--- src/rtl/ltpi_rx_frame_aligner.sv ---
// ---------------------------------------------------------------------------
// ltpi_rx_frame_aligner
//
// Receive-side frame aligner between the LTPI PHY decoder and the link /
// training layer. It hunts for the K28.5 comma, collects FRAME_LEN-symbol
// frames, checks the CRC-8 (poly 0x07, init 0, MSB-first, over the payload
// bytes only) and tracks frame lock from runs of good and bad frames.
//
// Handshake: sym_valid is a pure strobe. A symbol is consumed on every
// rising edge where sym_valid=1 and there is no backpressure. frm_valid is a
// one-cycle pulse with no ready; frm_data/frm_crc_ok hold until the next pulse.
//
// Ports
//   clk, reset_n               clock, synchronous active-low reset
//   sym_valid/sym_data/sym_k/  decoded symbol stream from the PHY RX
//   sym_dec_err
//   frm_valid/frm_data/        completed frame (byte 0 in bits [7:0])
//   frm_crc_ok
//   aligned                    frame lock status
//   clr_cnt                    clears both error counters
//   crc_err_cnt, dec_err_cnt   saturating bad-frame / decode-error counters
//
// Build option: define LTPI_RX_FRAME_CNT_EN to implement the two error
// counters. Without it both counter outputs read 0 and clr_cnt is ignored.
// ---------------------------------------------------------------------------
module ltpi_rx_frame_aligner #(
    parameter int FRAME_LEN  = 16,
    parameter int LOCK_CNT   = 7,
    parameter int UNLOCK_CNT = 3
) (
    input  logic                   clk,
    input  logic                   reset_n,
    input  logic                   sym_valid,
    input  logic [7:0]             sym_data,
    input  logic                   sym_k,
    input  logic                   sym_dec_err,
    output logic                   frm_valid,
    output logic [FRAME_LEN*8-1:0] frm_data,
    output logic                   frm_crc_ok,
    output logic                   aligned,
    input  logic                   clr_cnt,
    output logic [15:0]            crc_err_cnt,
    output logic [15:0]            dec_err_cnt
);

    localparam int DW     = FRAME_LEN * 8;
    localparam int IDX_W  = $clog2(FRAME_LEN);
    localparam int GOOD_W = $clog2(LOCK_CNT + 1);
    localparam int BAD_W  = $clog2(UNLOCK_CNT + 1);

    localparam logic [IDX_W-1:0]  LAST_IDX = IDX_W'(FRAME_LEN - 1);
    localparam logic [GOOD_W-1:0] GOOD_MAX = GOOD_W'(LOCK_CNT);
    localparam logic [BAD_W-1:0]  BAD_MAX  = BAD_W'(UNLOCK_CNT);
    localparam logic [7:0]        COMMA    = 8'hBC;

    typedef enum logic [1:0] {
        ST_HUNT    = 2'd0,
        ST_COLLECT = 2'd1,
        ST_NEXT    = 2'd2
    } state_e;

    // One CRC-8 byte update, poly 0x07, MSB first.
    function automatic logic [7:0] crc8_step(input logic [7:0] crc, input logic [7:0] din);
        logic [7:0] c;
        c = crc ^ din;
        for (int i = 0; i < 8; i++) begin
            c = c[7] ? ((c << 1) ^ 8'h07) : (c << 1);
        end
        return c;
    endfunction

    state_e              state_q, state_d;
    logic [IDX_W-1:0]    idx_q, idx_d;
    logic [7:0]          crc_q, crc_d;
    logic                fbad_q, fbad_d;
    logic [DW-1:0]       buf_q, buf_d;
    logic                frm_valid_q, frm_valid_d;
    logic                frm_crc_ok_q, frm_crc_ok_d;
    logic [DW-1:0]       frm_data_q, frm_data_d;
    logic                aligned_q, aligned_d;
    logic [GOOD_W-1:0]   good_run_q, good_run_d;
    logic [BAD_W-1:0]    bad_run_q, bad_run_d;

    logic                is_comma;
    logic                fbad_cur;
    logic                frame_ok;
    logic                good_evt;
    logic                bad_evt;

    always_comb begin
        state_d      = state_q;
        idx_d        = idx_q;
        crc_d        = crc_q;
        fbad_d       = fbad_q;
        buf_d        = buf_q;
        frm_valid_d  = 1'b0;
        frm_crc_ok_d = frm_crc_ok_q;
        frm_data_d   = frm_data_q;
        aligned_d    = aligned_q;
        good_run_d   = good_run_q;
        bad_run_d    = bad_run_q;
        good_evt     = 1'b0;
        bad_evt      = 1'b0;
        frame_ok     = 1'b0;
        fbad_cur     = fbad_q | sym_k | sym_dec_err;
        is_comma     = sym_k && (sym_data == COMMA);

        if (sym_valid) begin
            // A comma always (re)starts collection. Inside COLLECT it also
            // aborts the partial frame, which counts as a bad event.
            if (is_comma) begin
                if (state_q == ST_COLLECT) begin
                    bad_evt = 1'b1;
                end
                state_d    = ST_COLLECT;
                idx_d      = IDX_W'(1);
                crc_d      = 8'h00;
                fbad_d     = sym_dec_err;
                buf_d[7:0] = COMMA;
            end else begin
                case (state_q)
                    ST_COLLECT: begin
                        buf_d[{idx_q, 3'b000} +: 8] = sym_data;
                        if (idx_q == LAST_IDX) begin
                            frame_ok     = !fbad_cur && (crc_q == sym_data);
                            frm_valid_d  = 1'b1;
                            frm_crc_ok_d = frame_ok;
                            frm_data_d   = buf_d;
                            good_evt     = frame_ok;
                            bad_evt      = !frame_ok;
                            // Unlocked: a bad frame sends us hunting again.
                            // Locked: stay on the grid and expect the comma.
                            state_d      = (frame_ok || aligned_q) ? ST_NEXT : ST_HUNT;
                        end else begin
                            crc_d  = crc8_step(crc_q, sym_data);
                            idx_d  = idx_q + 1'b1;
                            fbad_d = fbad_cur;
                        end
                    end
                    ST_NEXT: begin
                        // Missing comma on the grid.
                        bad_evt = 1'b1;
                        state_d = ST_HUNT;
                    end
                    default: begin
                        state_d = ST_HUNT;
                    end
                endcase
            end
        end

        if (good_evt) begin
            bad_run_d = '0;
            if (good_run_q != GOOD_MAX) begin
                good_run_d = good_run_q + 1'b1;
            end
            if (good_run_d == GOOD_MAX) begin
                aligned_d = 1'b1;
            end
        end else if (bad_evt) begin
            good_run_d = '0;
            if (bad_run_q != BAD_MAX) begin
                bad_run_d = bad_run_q + 1'b1;
            end
            if (bad_run_d == BAD_MAX) begin
                aligned_d = 1'b0;
            end
        end
    end

    always_ff @(posedge clk) begin
        if (!reset_n) begin
            state_q      <= ST_HUNT;
            idx_q        <= '0;
            crc_q        <= 8'h00;
            fbad_q       <= 1'b0;
            buf_q        <= '0;
            frm_valid_q  <= 1'b0;
            frm_crc_ok_q <= 1'b0;
            frm_data_q   <= '0;
            aligned_q    <= 1'b0;
            good_run_q   <= '0;
            bad_run_q    <= '0;
        end else begin
            state_q      <= state_d;
            idx_q        <= idx_d;
            crc_q        <= crc_d;
            fbad_q       <= fbad_d;
            buf_q        <= buf_d;
            frm_valid_q  <= frm_valid_d;
            frm_crc_ok_q <= frm_crc_ok_d;
            frm_data_q   <= frm_data_d;
            aligned_q    <= aligned_d;
            good_run_q   <= good_run_d;
            bad_run_q    <= bad_run_d;
        end
    end

    assign frm_valid  = frm_valid_q;
    assign frm_crc_ok = frm_crc_ok_q;
    assign frm_data   = frm_data_q;
    assign aligned    = aligned_q;

`ifdef LTPI_RX_FRAME_CNT_EN
    logic [15:0] crc_err_cnt_q, crc_err_cnt_d;
    logic [15:0] dec_err_cnt_q, dec_err_cnt_d;

    // Clear has priority over a same-cycle increment.
    always_comb begin
        crc_err_cnt_d = crc_err_cnt_q;
        dec_err_cnt_d = dec_err_cnt_q;
        if (clr_cnt) begin
            crc_err_cnt_d = 16'h0000;
            dec_err_cnt_d = 16'h0000;
        end else begin
            if (bad_evt && (crc_err_cnt_q != 16'hFFFF)) begin
                crc_err_cnt_d = crc_err_cnt_q + 16'd1;
            end
            if (sym_valid && sym_dec_err && (dec_err_cnt_q != 16'hFFFF)) begin
                dec_err_cnt_d = dec_err_cnt_q + 16'd1;
            end
        end
    end

    always_ff @(posedge clk) begin
        if (!reset_n) begin
            crc_err_cnt_q <= 16'h0000;
            dec_err_cnt_q <= 16'h0000;
        end else begin
            crc_err_cnt_q <= crc_err_cnt_d;
            dec_err_cnt_q <= dec_err_cnt_d;
        end
    end

    assign crc_err_cnt = crc_err_cnt_q;
    assign dec_err_cnt = dec_err_cnt_q;
`else
    logic unused_clr_cnt;
    assign unused_clr_cnt = clr_cnt;
    assign crc_err_cnt    = 16'h0000;
    assign dec_err_cnt    = 16'h0000;
`endif

endmodule

--- config.mk ---
export PLATFORM = sky130hd
export DESIGN_NAME = ltpi_rx_frame_aligner
export DESIGN_NICKNAME = d
export VERILOG_FILES = /design/src/rtl/ltpi_rx_frame_aligner.sv
export SDC_FILE = /design/constraint.sdc
export NUM_CORES = 1
export LEC_CHECK = 0
export BUFFER_PORTS_ARGS = -buffer_cell sky130_fd_sc_hd__buf_2
export CELL_PAD_IN_SITES_DETAIL_PLACEMENT = 0
export CELL_PAD_IN_SITES_GLOBAL_PLACEMENT = 1
export CORE_MARGIN = 4
export CORE_UTILIZATION = 45
export CTS_CLUSTER_DIAMETER = 30
export DETAILED_ROUTE_END_ITERATION = 10
export PLACE_DENSITY = 0.92
export SLEW_MARGIN = 25
export SYNTH_ARGS = -nofsm -noshare
export SYNTH_HDL_FRONTEND = slang
export SYNTH_SLANG_ARGS = --single-unit
--- constraint.sdc ---
create_clock -name clk -period 7.06 [get_ports clk]
set_input_delay 0 -clock clk [delete_from_list [all_inputs] [get_ports clk]]
set_output_delay 0 -clock clk [all_outputs]
set_load 0.02 [all_outputs]
Word level (Yosys, flattened, before mapping) --
Cells that the tools add are included. W data, S select, Z words.
Operators by class: equality and inequality tests 12, mux-type cells 45, reduce and logical (&&, ||, !) cells 16, bitwise logic cells 15, shift-type cells 2, add/sub/neg operators 4
Operators with widths (number):
- $bwmux W128 | 1
- $shift A8 B9 Y128 const A | 1
- $shiftx A8 B9 Y128 | 1
- $mux W8 | 5
- $mux W3 | 12
- $not A3 Y3 | 8
- $mux W1 | 16
- $mux W2 | 7
- $mux W4 | 3
- $neg A7 Y9 | 1
- $reduce_and A3 Y1 | 3
- $eq A8 B8 Y1 | 1
- $eq A8 B8 Y1 const B | 1
- $xor A8 B8 Y8 | 1
- $reduce_bool A2 Y1 | 3
- $add A4 B1 Y4 const B | 1
- $eq A2 B2 Y1 const B | 2
- $eq A4 B4 Y1 const B | 1
- $ne A2 B2 Y1 const B | 2
- $not A1 Y1 | 4
- $reduce_and A2 Y1 | 2
- $reduce_and A4 Y1 | 1
- $reduce_or A4 Y1 | 1
- $add A3 B1 Y3 const B | 1
- other kinds (12) | 15
Word-level totals: input bits 14, register bits 279, output and inout port bits 163

Logic depth before layout (Yosys ltp) --
word-level depth 20, gate-level depth with buffers 10, mapped depth without buffers 7

Worst setup path before layout --
OpenSTA, ideal clock, no wires.
path kind reg-to-reg, start point reg idx_q[0], end point reg buf_q[100], path slack 4752 ps, required time 6932 ps, data arrival time 2180 ps, stages on the path, launching flop included 9, library setup time 128 ps, clock period less this slack 2308 ps, path through dfxtp_1 > inv_1 > ha_1 > nor2_1 > o211ai_1 > buf_2 > nor2_2 > mux2i_1 > nor2_1
On the way: longest elaborated chain between the ends 3, elaborated cells between the ends (all ways) 4
RTL lines:
- start, declared | RTL line 73 | logic [IDX_W-1:0] idx_q, idx_d;
- start signal, assigned | RTL line 186 | idx_q <= idx_d;
- $neg A7 Y9 * | RTL line 123 | buf_d[{idx_q, 3'b000} +: 8] = sym_data;
- $shiftx A8 B9 Y128 / $shift A8 B9 Y128 (equally long branches) | RTL line 123
- $bwmux W128 * | RTL line 123
- end signal, assigned | RTL line 189 | buf_q <= buf_d;
- end, declared | RTL line 76 | logic [DW-1:0] buf_q, buf_d;
Mark *: on every way between the ends. The rest lies on a longest branch, timed or not. A chain may end at the register's enable or synchronous reset.

Worst setup path in the final report --
start point reg idx_q[3], end point reg frm_data_q[105] (netlist: frm_data[105])
On the way: longest elaborated chain between the ends 3, elaborated cells between the ends (all ways) 6
RTL lines:
- $neg A7 Y9 | RTL line 123
- $shiftx A8 B9 Y128 / $shift A8 B9 Y128 (equally long branches) | RTL line 123
- $bwmux W128 | RTL line 123
- end signal, assigned | RTL line 192 | frm_data_q <= frm_data_d;
- end, declared | RTL line 79 | logic [DW-1:0] frm_data_q, frm_data_d;
Parallel ways exist; a longest one is shown, timed or not.

==> results.cfg <==
[outcome]
run_status = finished clean

[cells_and_area]
drive_gt1_share_pct = 20.7
final_nets = 1473
flow.area_growth_from_synthesis_pct = 21.4
instances_no_fill = 1827
final_core_util_pct = 56.1
nFillCells = 2319
num_antenna_cells = 0

[yosys]
syn_area_sq_um = 12100
ys_warn_count = 0
post_synth_edffs = 0
yosys_register_bits = 279
synth.largest_area_cell = dfxtp_1
ys_seq_area_share_pct = 46.0
synth_commonest_cells = dfxtp_1, nand2_1, mux2i_1
yosysMostFrequentCell = dfxtp_1
netlist.area_leader.share_pct = 46.0
post_synth_inst_count = 1328
synth_area_leaders = dfxtp_1, mux2i_1, nand2_1
postSynth.topFlopCell = dfxtp_1
synth_cell_types = 63
share_of_async_settable_or_async_resettable_flops_after_synthesis_pct = 0
syn-mean-instance-area_sq_um = 9.15

[floorplanning]
fp-row-count = 59
die_w_microns = 172
die-height_microns = 172
starting_utilization_of_the_core_area_pct = 46.2
io-pin-count = 177
die_area_sq_um = 29700
core_sq_um = 26300

[clocking]
ctsLongestPathBuffers = 3
htree_levels = 2
post_cts_setup_buffer_count = 0
cts_hold_repair.buffers = 13
total_cts_buffers = 52
clkTransAtPathRegs_ns = 0.05
cts.repair.resized = 0
clock_tree_from_tritoncts = done
cts_num_sinks = 279
worst_skew_pair.late_latency_ns = 0.56
cts_root_buffer = clkbuf_16

[place]
gp_routability_congestion = 0.863
io_buffers = 143
dp_hpwl_microns = 18900
placed_cells_incl_taps = 1717

[setup_path]
worst-r2r-setup-slack_ns = 3.62
critPathSlowestCell = dfxtp_1
critical_path.endpoint = frm_data[105]$_SDFFE_PN0P_
setup.worst_path.end_class = flip-flop
critical_path.startpoint = idx_q[3]$_SDFFE_PN0P_
r2r_start = idx_q[3]$_SDFFE_PN0P_
r2r-end = frm_data[105]$_SDFFE_PN0P_
cp_data_arrival_time_ns = 3.92
critical_path.cell_chain = nand3_1 > nor2_4 > buf_4 > buf_4 > o21ai_0 > a21oi_1
critical_path_required_ns = 7.54
critPathKind = flip-flop to flip-flop
critical_path.max_fanout = 76
critPathLaunchType = flip-flop
worst_r2r_path_depth = 6
critical-path-max-stage-delay_ns = 0.71
cpMostUsedCell = buf_4

[worst_hold_path]
hold_path.class = flip-flop to flip-flop

[timing]
slew_headroom_pct = 32.6
clock_skew_ns = 0.0129
report.final.slew_viol_count = 0
timing.setup.tns_ns = 0
rsz_0062_raised_after_global_routing = no
finalSetupViolations = 0
minimum_period_implied_by_the_final_worst_setup_slack_ns = 3.44
max_freq_mhz = 290
finalHoldViolCount = 0
tightestPinTransition_ns = 1.01
fraction_of_the_cycle_the_final_worst_path_needs_pct = 48.8

[detailed_routing]
first_pass_iters = 6
route.antenna.remaining_nets = 0
routedWlPerCell_microns = 16.6
totalWireLength_microns = 30300
detail_route.drc_violations = 0
drc_violation_total_after_the_first_tritonroute_iteration = 631
drt-vias-per-instance = 5.33
num_vias = 9735

[global_route]
grt_pass1_wl_microns = 48300
largest_net_degree_at_the_start_of_global_routing = 99
globalRouteOverflowTotal = 0
vias_in_the_first_global_route = 9376
grt_antenna_before_repair = 0
gr-usage-all-layers_pct = 20.0

[power_and_ir_drop]
ir_worst_vdd_mv = 0.173
power_density_nw_per_um2 = 286
total_leakage_power_nw = 6.39

[run]
cap_viol_max_count = 0
[routing by layer]
layer,share of wire (%),GRT usage [%],vias to the layer above,routed length (microns)
met2,46,32.7,288,14000
met3,6.3,4.78,46,1900
li1,-,-,4827,-
met5,0,0,-,0
met4,1.9,5.13,0,585
met1,46,26.8,4574,13800
[flip-flops by register name, indices dropped and copies added (netlist names)]
register,cells
bad_run_q,2
frm_valid,1
idx_q,4
fbad_q,1
buf_q,128
aligned,1
state_q,2
good_run_q,3
frm_data,128
crc_q,8
frm_crc_ok,1
[report_power, final]
part           switching (W)  internal [W]
Combinational      0.0000825     0.0000210
Sequential      0.0000000733       0.00158
Clock               0.000856       0.00168
Total               0.000938       0.00328
[area by class of cell]
class / count / area (sq um) / area share [%]
Clock buffer: 58 / 1340 / 9.11
Sequential cell: 279 / 5590 / 37.9
Timing Repair Buffer: 167 / 951 / 6.45
Multi-Input combinational cell: 939 / 5920 / 40.1
Inverter: 10 / 40.0 / 0.272
Tap cell: 335 / 419 / 2.84
Clock inverter: 39 / 490 / 3.33
[through the flow]
stage	area [sq um]	setup WS, ns	hold slack, ns	power, W
CTS	14700	3.58	0.434	0.00426
global placement	12700	3.33	0.294	0.00171
floorplan	12300	4.75	0.193	0.00170
global route	14700	3.29	0.453	0.00435
detailed placement	12800	3.63	0.298	0.00171
finish	14700	3.62	0.448	0.00422
[cells by family after synthesis]
| group | after synthesis | share of synthesized area, % |
|---|---|---|
| muxes | 164 | 13.5 |
| adders and majority gates | 10 | 1.03 |
| AOI/OAI and AO/OA | 304 | 16.2 |
| buffers and inverters | 141 | 6.29 |
| other | 1 | 0.0309 |
| and+or+nand+nor | 405 | 15.2 |
| DFF | 279 | 46.0 |
| xor gates and xnor gates | 24 | 1.73 |
[worst min path at each step]
stage / to / depth (start not counted) / from / slack [ns]
3_3_place_gp: fbad_q$_SDFFE_PN0P_ / 2 / sym_dec_err / 0.29
3_5_place_dp: fbad_q$_SDFFE_PN0P_ / 2 / sym_dec_err / 0.30
6_report: frm_data[8]$_SDFFE_PN0P_ / 2 / frm_data[8]$_SDFFE_PN0P_ / 0.45
5_1_grt: state_q[0]$_SDFFE_PN0P_ / 5 / sym_valid / 0.45
2_1_floorplan: fbad_q$_SDFFE_PN0P_ / 1 / sym_dec_err / 0.19
4_1_cts: state_q[0]$_SDFFE_PN0P_ / 5 / sym_valid / 0.43
[cells in the final DEF, fill, tap and decap left out, types with 20 or more instances in the layout]
cell,instances
clkbuf_16,52
a21oi_1,115
o211ai_1,20
a211oi_2,31
nand3_1,53
dfxtp_1,279
nand2_1,184
nor2_1,90
xnor2_1,20
o21ai_0,102
buf_2,142
and2_1,22
mux2i_1,163
conb_1,32
[worst max-delay path, delay by kind of cell, from the launching register on]
family / cells / cell delay [ns]
buffers and inverters: 2 / 1.26
AND/OR/NAND/NOR: 2 / 0.98
flip-flops: 1 / 0.71
AO/OA/AOI/OAI: 2 / 0.36
Power figures use the tool's default switching activity.
